==> src/rtl/cpu_mem_arbiter.sv <==
// rtl/cpu_mem_arbiter.sv - two-requester (fetch/data) arbiter onto a single memory port with timeout
module cpu_mem_arbiter #(
   parameter int TIMEOUT_CYCLES = 255
) (
   input  logic        clk,
   input  logic        rst,
   input  logic        i_req,
   input  logic [31:0] i_addr,
   output logic        i_done,
   output logic        i_err,
   output logic [31:0] i_rdata,
   input  logic        d_req,
   input  logic [31:0] d_addr,
   input  logic [31:0] d_wdata,
   input  logic [3:0]  d_wstrb,
   output logic        d_done,
   output logic        d_err,
   output logic [31:0] d_rdata,
   output logic        mem_valid,
   output logic [31:0] mem_addr,
   output logic [31:0] mem_wdata,
   output logic [3:0]  mem_wstrb,
   input  logic        mem_ready,
   input  logic [31:0] mem_rdata
);

   typedef enum logic {IDLE, BUSY} state_t;
   typedef enum logic {OWN_I, OWN_D} owner_t;

   localparam logic [7:0] TO_LAST = 8'(TIMEOUT_CYCLES - 1);

   state_t      state, state_nx;
   owner_t      owner, last_owner, grant;
   logic        grant_en;
   logic        done, err;
   logic [7:0]  cnt;
   logic [31:0] addr_q, wdata_q;
   logic [3:0]  wstrb_q;

   // Arbitration in IDLE, completion/timeout detection in BUSY, owner-gated handshake outputs
   always_comb begin
      state_nx = state;
      grant_en = 1'b0;
      grant    = OWN_I;
      done     = 1'b0;
      err      = 1'b0;
      case (state)
         IDLE: begin
            if (i_req && d_req) begin
               grant_en = 1'b1;
               // Ties go to whoever did not win last time
               grant    = (last_owner == OWN_I) ? OWN_D : OWN_I;
            end else if (i_req) begin
               grant_en = 1'b1;
               grant    = OWN_I;
            end else if (d_req) begin
               grant_en = 1'b1;
               grant    = OWN_D;
            end
            if (grant_en) state_nx = BUSY;
         end
         BUSY: begin
            // A ready on the final timeout cycle still counts as a normal completion
            if (mem_ready) begin
               done     = 1'b1;
               state_nx = IDLE;
            end else if (cnt == TO_LAST) begin
               done     = 1'b1;
               err      = 1'b1;
               state_nx = IDLE;
            end
         end
         default: state_nx = IDLE;
      endcase

      i_done    = done && (owner == OWN_I);
      i_err     = err  && (owner == OWN_I);
      d_done    = done && (owner == OWN_D);
      d_err     = err  && (owner == OWN_D);
      i_rdata   = i_done ? mem_rdata : 32'h0;
      d_rdata   = d_done ? mem_rdata : 32'h0;
      mem_valid = (state == BUSY);
      mem_addr  = addr_q;
      mem_wdata = wdata_q;
      mem_wstrb = wstrb_q;
   end

   // State register plus captured request copy and wait counter
   always_ff @(posedge clk) begin
      if (rst) begin
         state      <= IDLE;
         owner      <= OWN_I;
         last_owner <= OWN_I;
         cnt        <= 8'h0;
         addr_q     <= 32'h0;
         wdata_q    <= 32'h0;
         wstrb_q    <= 4'h0;
      end else begin
         state <= state_nx;
         if (grant_en) begin
            owner      <= grant;
            last_owner <= grant;
            cnt        <= 8'h0;
            if (grant == OWN_D) begin
               addr_q  <= d_addr;
               wdata_q <= d_wdata;
               wstrb_q <= d_wstrb;
            end else begin
               addr_q  <= i_addr;
               wdata_q <= 32'h0;
               wstrb_q <= 4'h0;
            end
         end else if (state == BUSY && !mem_ready) begin
            cnt <= cnt + 8'h1;
         end
      end
   end

endmodule

==> config.mk <==
export PLATFORM = sky130hd
export DESIGN_NAME = cpu_mem_arbiter
export DESIGN_NICKNAME = d
export VERILOG_FILES = /design/src/rtl/cpu_mem_arbiter.sv
export SDC_FILE = /design/constraint.sdc
export NUM_CORES = 1
export LEC_CHECK = 0
export BUFFER_PORTS_ARGS = -buffer_cell sky130_fd_sc_hd__buf_2
export CAP_MARGIN = 20
export CORE_AREA = 2 2 107 109
export DETAILED_ROUTE_END_ITERATION = 6
export DIE_AREA = 0 0 109 111
export GPL_ROUTABILITY_DRIVEN = 0
export PLACE_DENSITY = 0.66
export SLEW_MARGIN = 20
export SYNTH_ARGS = -nofsm -noshare
export SYNTH_HDL_FRONTEND = slang
export SYNTH_SLANG_ARGS = --single-unit
==> constraint.sdc <==
create_clock -name clk -period 2 [get_ports clk]
set_input_delay 0.2 -clock clk [delete_from_list [all_inputs] [get_ports clk]]
set_output_delay 0.2 -clock clk [all_outputs]
set_load 0.01 [all_outputs]
==> out/qor.yml, run 1 <==
area_growth_pct: 61.0
p_per_area_nw_per_um2: 747
drc: 0
fmax_mhz: 500
vias: 3391
synthFlopType: "dfxtp_1"
min_path_cells: 2
io_pins: 274
postSynthAreaPerCell_um2: 10.6
drv_slew: 0
antenna_left: 0
layout_common_cells: "buf_2 (265), dfxtp_1 (73), and2_1 (56)"
path_max_fanout: 17
r2r_cells: 6
grt_max_degree: 55
vdd_drop_max_mv: 0.374
dp_hpwl_um: 8130
slew_headroom_pct: 73.9
status: "completed"
wl_per_cell_um: 14.4
grt.met1_usage_pct: 18.9
clkSinkCount: 78
fin_skew_ns: 0.00509
dieHeight_um: 111
clk_pin_slew_ns: 0.06
core_um2: 11100
die_w_um: 109
h-tree-depth: 3
rr_startpoint: "last_owner$_SDFFE_PP0P_"
syn_nets: 454
placedCellCount: 716
clock_latency_ns: 0.33
drt-total-wl_um: 10700
die-area_um2: 12100
final_util_pct: 48.7
grt.busiest_layer: "met2"
finalCriticalPeriod_ns: 2.00
cts_root_buf: "clkbuf_16"
track_usage_pct: 17.0
cp.required_ns: 1.80
grt_pass1_vias: 3262
arrival_ns: 1.80
layout-drive-gt1-share_pct: 55.7
syn_inst: 315
worstSetupStartpoint: "cnt[2]$_SDFFE_PP0P_"
period_share_pct: 99.9
setup_viol: 0
port_buffers: 273
start_kind: "flop"
grt_pass1_wl_um: 16200
cts_tree: "yes"
synth-seq-area-share_pct: 46.6
p_leak_nw: 2.81
final_cells: 745
final_common_cell: "buf_2"
hold_viol_final: 0
synth_warnings: 0
antenna_found_initial: 2
synth.distinct_cells: 34
ys_ff_latch: 78
synth_edf_count: 0
start_util_pct: 30.3
dr.pass1.iters: 4
numCtsBuffers: 9
nNetsFinal: 734
rsz0062_at_grt: "true"
worstSetupEndpointType: "output port"
worstHoldStart: "d_wdata[15]"
syn_area_um2: 3350
hold_buffers: 0
gr-usage-met2_pct: 30.6
met3_usage_pct: 4.70
viasPerCell: 4.55
worst_pin_slew_ns: 0.391
drt_iter0_markers: 97
min_path_type: "in2reg"
async_reset_ff_share_pct: 0
clk_path_buf_depth: 2
cap_violations: 0
grt_overflow: 0
path_class: "reg2out"
core.rowCount: 39
==> cells by family (layout without fill, tap and decap cells) <==
| kind of cell | after synthesis | in the layout | synth area share [%] |
|---|---|---|---|
| adder cells (fa/ha/maj) | 2 | 2 | 0.746 |
| flip-flops | 78 | 78 | 46.6 |
| other | 0 | 2 | 0 |
| AO/OA/AOI/OAI | 73 | 73 | 19.5 |
| multiplexers | 32 | 32 | 9.55 |
| buffers and inverters | 27 | 311 | 4.37 |
| XOR/XNOR | 7 | 7 | 1.83 |
| AND/OR/NAND/NOR | 96 | 97 | 17.5 |
==> per-stage QoR <==
stage | worst slack (ns) | power (mW) | cell area, µm² | setup TNS (ns) | hold WS, ns
6_report | 0.00147 | 4.03 | 5400 | 0 | 0.0759
5_1_grt | -0.0760 | 4.23 | 5400 | -1.84 | 0.0598
2_1_floorplan | 0.413 | 2.15 | 3350 | 0 | 0.326
3_3_place_gp | 0.0938 | 2.52 | 4880 | 0 | 0.411
3_5_place_dp | -0.0650 | 2.53 | 4880 | -1.49 | 0.414
4_1_cts | -0.0233 | 4.07 | 5290 | -0.207 | 0.0598
==> synth_stat cells, types with 2 or more instances <==
| master | number | share of area [%] |
|---|---|---|
| clkbuf_2 | 2 | 0.30 |
| nor2_1 | 12 | 1.3 |
| xor2_1 | 6 | 1.6 |
| buf_6 | 3 | 1.0 |
| nor2_2 | 2 | 0.37 |
| dfxtp_1 | 78 | 47 |
| nand3_1 | 2 | 0.30 |
| buf_4 | 3 | 0.67 |
| nand4_1 | 2 | 0.37 |
| o2bb2ai_1 | 32 | 8.4 |
| ha_1 | 2 | 0.75 |
| nand2_1 | 4 | 0.45 |
| a22o_1 | 36 | 9.4 |
| buf_2 | 7 | 1.0 |
| mux2i_1 | 32 | 9.6 |
| and2_1 | 64 | 12 |
| clkbuf_1 | 11 | 1.2 |
==> path summary, 6_finish.rpt <==
kind,to,slack (ns)
max,d_rdata[28],0.001
min,mem_wdata[15]$_SDFFE_PP0P_,0.08
max reg2reg,mem_addr[26]$_SDFFE_PP0P_,0.45
min reg2reg,mem_addr[28]$_SDFFE_PP0P_,0.46
==> routing by layer <==
metal,up-vias,routed length (µm)
met5,-,0
met2,172,5490
met1,1520,4200
li1,1689,-
met3,10,915
met4,0,139
==> timing repair <==
action / in CTS / in global routing
pin swaps: 9 / 7
resized for setup: 11 / 20
setup buffers: 7 / 2
cloned: 1 / 1
setup endpoints to repair: 65 / 47
==> worst max-delay path, cell delays in order (launching register included) <==
cell and delay, ns:
dfxtp_2 0.32, and4_4 0.20, a41oi_4 0.30, buf_4 0.18, nor2_4 0.04, buf_12 0.15
and2_1 0.16, buf_2 0.14
==> flip-flops by register name (all words and copies together) (netlist names) <==
register and cells:
cnt 8, last_owner 1, mem_addr 32, mem_valid 1, mem_wdata 32, mem_wstrb 4
==> power by group <==
group | leakage, nW | switching, mW | total, mW | internal [mW]
clock network | 0.134 | 0.657 | 1.51 | 0.854
registers | 0.643 | 0.0607 | 1.73 | 1.67
logic | 2.03 | 0.397 | 0.786 | 0.388
==> area by class of cell <==
type | instances | area, µm²
fill | 1033 | 5680
multi-input combinational | 211 | 1710
timing repair buffer | 294 | 1650
sequential | 78 | 1570
clock buffer | 9 | 225
tap | 143 | 179
clock inverter | 7 | 57.6
antenna | 2 | 5.00
inverter | 1 | 3.75
Power figures use the tool's default switching activity.
==> run 2: changes to the inputs <==
- SETUP_SLACK_MARGIN: unset -> 0.3
==> out/qor.yml, run 2 (synthesis gave the netlist of run 1 again) <==
hold_buffers: 0  # unchanged
status: "complete, but fails checks"
fin_setup_tns_ns: -0.167  # -0.167 ns
clk_path_buf_depth: 2  # unchanged
core.rowCount: 39  # unchanged
wl_met3_um: 1020  # +11%
hold_viol_final: 0  # unchanged
dp_hpwl_um: 8130  # unchanged
dieHeight_um: 111  # unchanged
fin_skew_ns: 0.00508  # -0.00000799 ns
dr.pass1.iters: 4  # unchanged
io_pins: 274  # unchanged
p_per_area_nw_per_um2: 695  # -6.9%
cap_violations: 0  # unchanged
grt_overflow: 0  # unchanged
vdd_drop_max_mv: 0.374  # about the same
worstSetupEndpointType: "output port"
failed_checks: "negative setup slack"
start_util_pct: 30.3  # unchanged
slowest_delay_ns: 0.32  # about the same
drv_slew: 0  # unchanged
antenna_found_initial: 1  # -1
path_max_fanout: 8  # -9
die_w_um: 109  # unchanged
antenna_left: 0  # unchanged
layout-drive-gt1-share_pct: 65.7  # +10 points
path_cells: "and4_4, a41oi_4, nor3b_4, buf_6, buf_8, and2_4, buf_6"
cp_slowest_cell: "dfxtp_2"
min_path_type: "in2reg"
layout_common_cells: "buf_2 (213), dfxtp_1 (72), buf_6 (70)"
clkSinkCount: 78  # unchanged
vias: 3552  # +4.7%
drc: 0  # unchanged
wl_met2_um: 6200  # +13%
final_cells: 753  # +1.1%
crit_top_cell: "buf_6"
drt-total-wl_um: 12100  # +13%
drt-met1-wl_um: 4560  # +8.5%
die-area_um2: 12100  # unchanged
arrival_ns: 1.82  # +0.02 ns
grt_pass1_wl_um: 16800  # +3.7%
p_leak_nw: 2.98  # +6.0%
clk_pin_slew_ns: 0.06  # about the same
finalCriticalPeriod_ns: 2.02  # +0.0221 ns
dr.max_layer_used: "met4"
setup_viol: 26  # +26
grt_max_degree: 55  # unchanged
final_common_cell: "buf_2"
grt_pass1_vias: 3357  # +2.9%
worst_pin_slew_ns: 0.391  # -0.000274 ns
cts_tree: "yes"
clock_latency_ns: 0.33  # about the same
cp.required_ns: 1.80  # about the same
core_um2: 11100  # unchanged
r2r_slack_ns: 0.47  # +0.02 ns
drt_iter0_markers: 162  # +67%
fill_cells: 943  # -8.7%
period_share_pct: 101  # +1.1 points
cts_root_buf: "clkbuf_16"
rsz0062_at_grt: "true"
slew_headroom_pct: 73.9  # about the same
worst-path-buf-inv: 3  # unchanged
h-tree-depth: 3  # unchanged
fmax_mhz: 495  # -1.1%
start_kind: "flop"
nNetsFinal: 743  # +1.2%
track_usage_pct: 17.8  # +0.73 points
port_buffers: 273  # unchanged
viasPerCell: 4.72  # +3.6%
placedCellCount: 716  # unchanged
worst_slack_ns: -0.0207  # -0.0221 ns
wl_per_cell_um: 16.1  # +11%
numCtsBuffers: 9  # unchanged
area_growth_pct: 78.1
path_delay_family: "simple AND/OR/NAND/NOR gates"
path_class: "reg2out"
[run 2: cell types whose count changed in the layout (fill, tap and decap cells not counted), sizes merged]
cell | before | now
buf | 294 | 302
clkbuf | 9 | 10
diode | 2 | 1
[run 2: stage by stage]
| stage | worst slack, ns | total power, mW | hold slack, ns | util [%] | cell area, µm² |
|---|---|---|---|---|---|
| floorplan | 0.413 | 2.15 | 0.326 | - | 3350 |
| CTS | -0.0165 | 4.09 | 0.0598 | 48.6 | 5380 |
| global placement | 0.0938 | 2.52 | 0.411 | 44.1 | 4880 |
| detailed placement | -0.0650 | 2.53 | 0.414 | 44.1 | 4880 |
| finish | -0.0207 | 4.15 | 0.0769 | 53.9 | 5970 |
| global route | -0.0841 | 4.35 | 0.0598 | 53.9 | 5970 |
[run 2: cell type report]
cell class                      instances  area, µm²  area share [%]
Timing Repair Buffer                  303       2080            34.9
Multi-Input combinational cell        211       1850            31.0
Sequential cell                        78       1570            26.3
Clock buffer                            9        225            3.77
Tap cell                              143        179            3.00
Clock inverter                          7       57.6           0.964
Inverter                                1       3.75          0.0629
Antenna cell                            1       2.50          0.0419
[run 2: metal layers]
layer / global-route usage [%] / up-vias
met1: 19.1 / 1627
met3: 4.70 / 25
met4: 5.90 / 0
met2: 32.9 / 194
li1: - / 1706
met5: 0 / -
[run 2: worst paths after layout]
check	endpoint	cells past startpoint	start
worst max-delay path	i_rdata[18]	7	cnt[5]$_SDFFE_PP0P_
worst min-delay path	mem_wdata[15]$_SDFFE_PP0P_	2	d_wdata[15]
worst max register to register	mem_addr[6]$_SDFFE_PP0P_	6	last_owner$_SDFFE_PP0P_
worst min register to register	mem_addr[28]$_SDFFE_PP0P_	1	mem_addr[28]$_SDFFE_PP0P_
[run 2: where the power goes]
part | switching, mW | leakage (nW) | total, mW | internal, mW
Combinational | 0.438 | 2.20 | 0.913 | 0.476
Clock | 0.649 | 0.134 | 1.50 | 0.854
Sequential | 0.0615 | 0.643 | 1.73 | 1.67
Total | 1.15 | 2.98 | 4.15 | 3.00
[run 2: timing repair]
| action | in CTS | in global routing |
|---|---|---|
| cloned | 4 | 2 |
| setup endpoints to repair | 68 | 68 |
| buffers inserted | 10 | 4 |
| pin swaps | 25 | 33 |
| resized for setup | 28 | 127 |
==> run 3: changes to the inputs <==
- GPL_TIMING_DRIVEN: unset -> 0
==> out/qor.yml, run 3 (synthesis gave the netlist of run 1 again) <==
clockPowerShare_pct: 40.3  # +4.1 points
drv_slew: 0  # unchanged
grt_max_degree: 14  # -75%
nNetsFinal: 752  # +1.2%
r2r_slack_ns: 0.42  # -0.05 ns
p_leak_nw: 3.02  # +1.4%
cts_tree: "yes"
antenna_left: 0  # unchanged
clock_latency_ns: 0.33  # about the same
track_usage_pct: 18.4  # +0.62 points
worst_pin_slew_ns: 0.547  # +0.156 ns
slowest_delay_ns: 0.37  # +0.05 ns
power.switching_mw: 1.12  # -2.1%
grt_pass1_vias: 3503  # +4.3%
path_cells: "inv_4, ha_4, a41oi_4, nor2_4, buf_12, buf_8, and2_1, buf_2"
finalCriticalPeriod_ns: 2.01  # -0.0153 ns
final_common_cell: "buf_2"
pre_cts_ws_ns: 0.0769  # +0.142 ns
worstSetupEndpointType: "output port"
antenna_found_initial: 1  # unchanged
start_kind: "flop"
dp_hpwl_um: 9020  # +11%
viasPerCell: 4.71  # -0.10%
cp_slowest_cell: "dfxtp_4"
worst_slack_ns: -0.00535  # +0.0153 ns
numCtsBuffers: 9  # unchanged
area_growth_pct: 79.5
dr.pass1.iters: 4  # unchanged
intPower_mw: 3.31  # +10%
drt_iter0_markers: 170  # +4.9%
min_path_type: "in2reg"
r2r_cells: 5  # -1
seq_area_um2: 1570  # +0.16%
p_per_area_nw_per_um2: 736  # +5.9%
fin_setup_tns_ns: -0.0102  # +0.157 ns
whs_endpoint: "mem_wdata[3]$_SDFFE_PP0P_"
core_um2: 11100  # unchanged
grt_pass1_wl_um: 17100  # +2.3%
cts_root_buf: "clkbuf_16"
arrival_ns: 1.81  # about the same
vias: 3586  # +0.96%
rsz0062_at_grt: "true"
worst-path-buf-inv: 4  # +1
dieHeight_um: 111  # unchanged
rr_startpoint: "mem_valid$_SDFF_PP0_"
failed_checks: "negative setup slack"
slew_headroom_pct: 63.5  # -10 points
clk_pin_slew_ns: 0.06  # about the same
layout-drive-gt1-share_pct: 64.3  # -1.3 points
path_class: "reg2out"
layout_common_cells: "buf_2 (216), buf_6 (73), dfxtp_1 (72)"
io_pins: 274  # unchanged
hold_viol_final: 0  # unchanged
drc: 0  # unchanged
fin_skew_ns: 0.00463  # -0.000454 ns
setup_viol: 2  # -92%
grt_overflow: 0  # unchanged
path_max_fanout: 10  # +2
start_util_pct: 30.3  # unchanged
fill_cells: 974  # +3.3%
clkSinkCount: 78  # unchanged
pwr-share-comb_pct: 20.5  # -1.5 points
port_buffers: 273  # unchanged
seqPwrFrac_pct: 39.2  # -2.6 points
status: "complete, but fails checks"
h-tree-depth: 3  # unchanged
path_delay_family: "buffers and inverters"
min_path_cells: 2  # unchanged
period_share_pct: 100  # -0.76 points
core.rowCount: 39  # unchanged
final_util_pct: 54.3  # +0.43 points
wl_per_cell_um: 16.1  # +0.21%
vdd_drop_max_mv: 0.416  # +11%
cap_violations: 0  # unchanged
die-area_um2: 12100  # unchanged
multiInputGateArea_um2: 1830  # -1.1%
fmax_mhz: 499  # +0.76%
drt-total-wl_um: 12200  # +1.3%
die_w_um: 109  # unchanged
worstHoldStart: "d_wdata[3]"
p_sw_share_pct: 25.4  # -2.3 points
clk_path_buf_depth: 2  # unchanged
r2r-end: "mem_addr[22]$_SDFFE_PP0P_"
cp.required_ns: 1.80  # about the same
==> run 3: area by class of cell <==
class	count	area share [%]
multi-input cells	210	30.4
inverters	1	0.104
repair buffers	287	31.7
clock buffers	11	4.20
clock inverters	4	1.29
well taps	143	2.97
plain buffers	26	3.14
diodes	1	0.0416
flip-flops and latches	78	26.1
==> run 3: worst max-delay path by stage <==
stage                                           end  slack [ns]  cells after the start                  from
after global placement    mem_addr[25]$_SDFFE_PP0P_        0.07                      6  mem_valid$_SDFF_PP0_
after floorplan                         i_rdata[22]        0.41                      5   cnt[2]$_SDFFE_PP0P_
after global routing                    i_rdata[12]       -0.06                      7   cnt[5]$_SDFFE_PP0P_
after detailed placement   mem_addr[2]$_SDFFE_PP0P_        0.08                      6  mem_valid$_SDFF_PP0_
after CTS                               i_rdata[17]       -0.04                      7   cnt[2]$_SDFFE_PP0P_
final                                    d_rdata[7]      -0.005                      8   cnt[0]$_SDFFE_PP0P_
==> run 3: worst reg2reg max path, cell delays in order (launching register included) <==
cell and delay (ns):
dfxtp_1 0.31, buf_6 0.14, or3_1 0.36, clkbuf_1 0.21
clkbuf_1 0.27, o2bb2ai_1 0.21
==> run 3: power by group through the flow <==
stage	logic [mW]	registers (mW)	clock network, mW
floorplan	0.330	1.82	0
global placement	0.754	1.77	0
detailed placement	0.767	1.77	0
CTS	0.830	1.74	1.83
global route	0.976	1.75	1.89
finish	0.908	1.74	1.78
==> run 3: routing by layer <==
layer | global-route usage, % | up-vias | share of wire [%]
met3 | 5.11 | 22 | 8.7
li1 | - | 1720 | -
met5 | 0 | - | 0
met2 | 34.3 | 201 | 51
met4 | 7.01 | 0 | 2.9
met1 | 19.0 | 1643 | 38
==> run 3: through the flow <==
step,area (µm²),hold slack (ns),std cells,power [mW]
floorplan,3350,0.326,315,2.15
global placement,4900,0.411,731,2.52
detailed placement,4900,0.414,731,2.53
CTS,5600,0.0584,756,4.40
global route,6020,0.0673,761,4.62
finish,6020,0.0758,761,4.43
==> run 3: what timing repair did <==
| item | in CTS | in global routing |
|---|---|---|
| resized for setup | 77 | 96 |
| cloned | 4 | 1 |
| endpoints found under the setup margin | 129 | 76 |
| hold buffers | 0 | 0 |
| pin swaps | 36 | 25 |
| setup buffers | 6 | 3 |
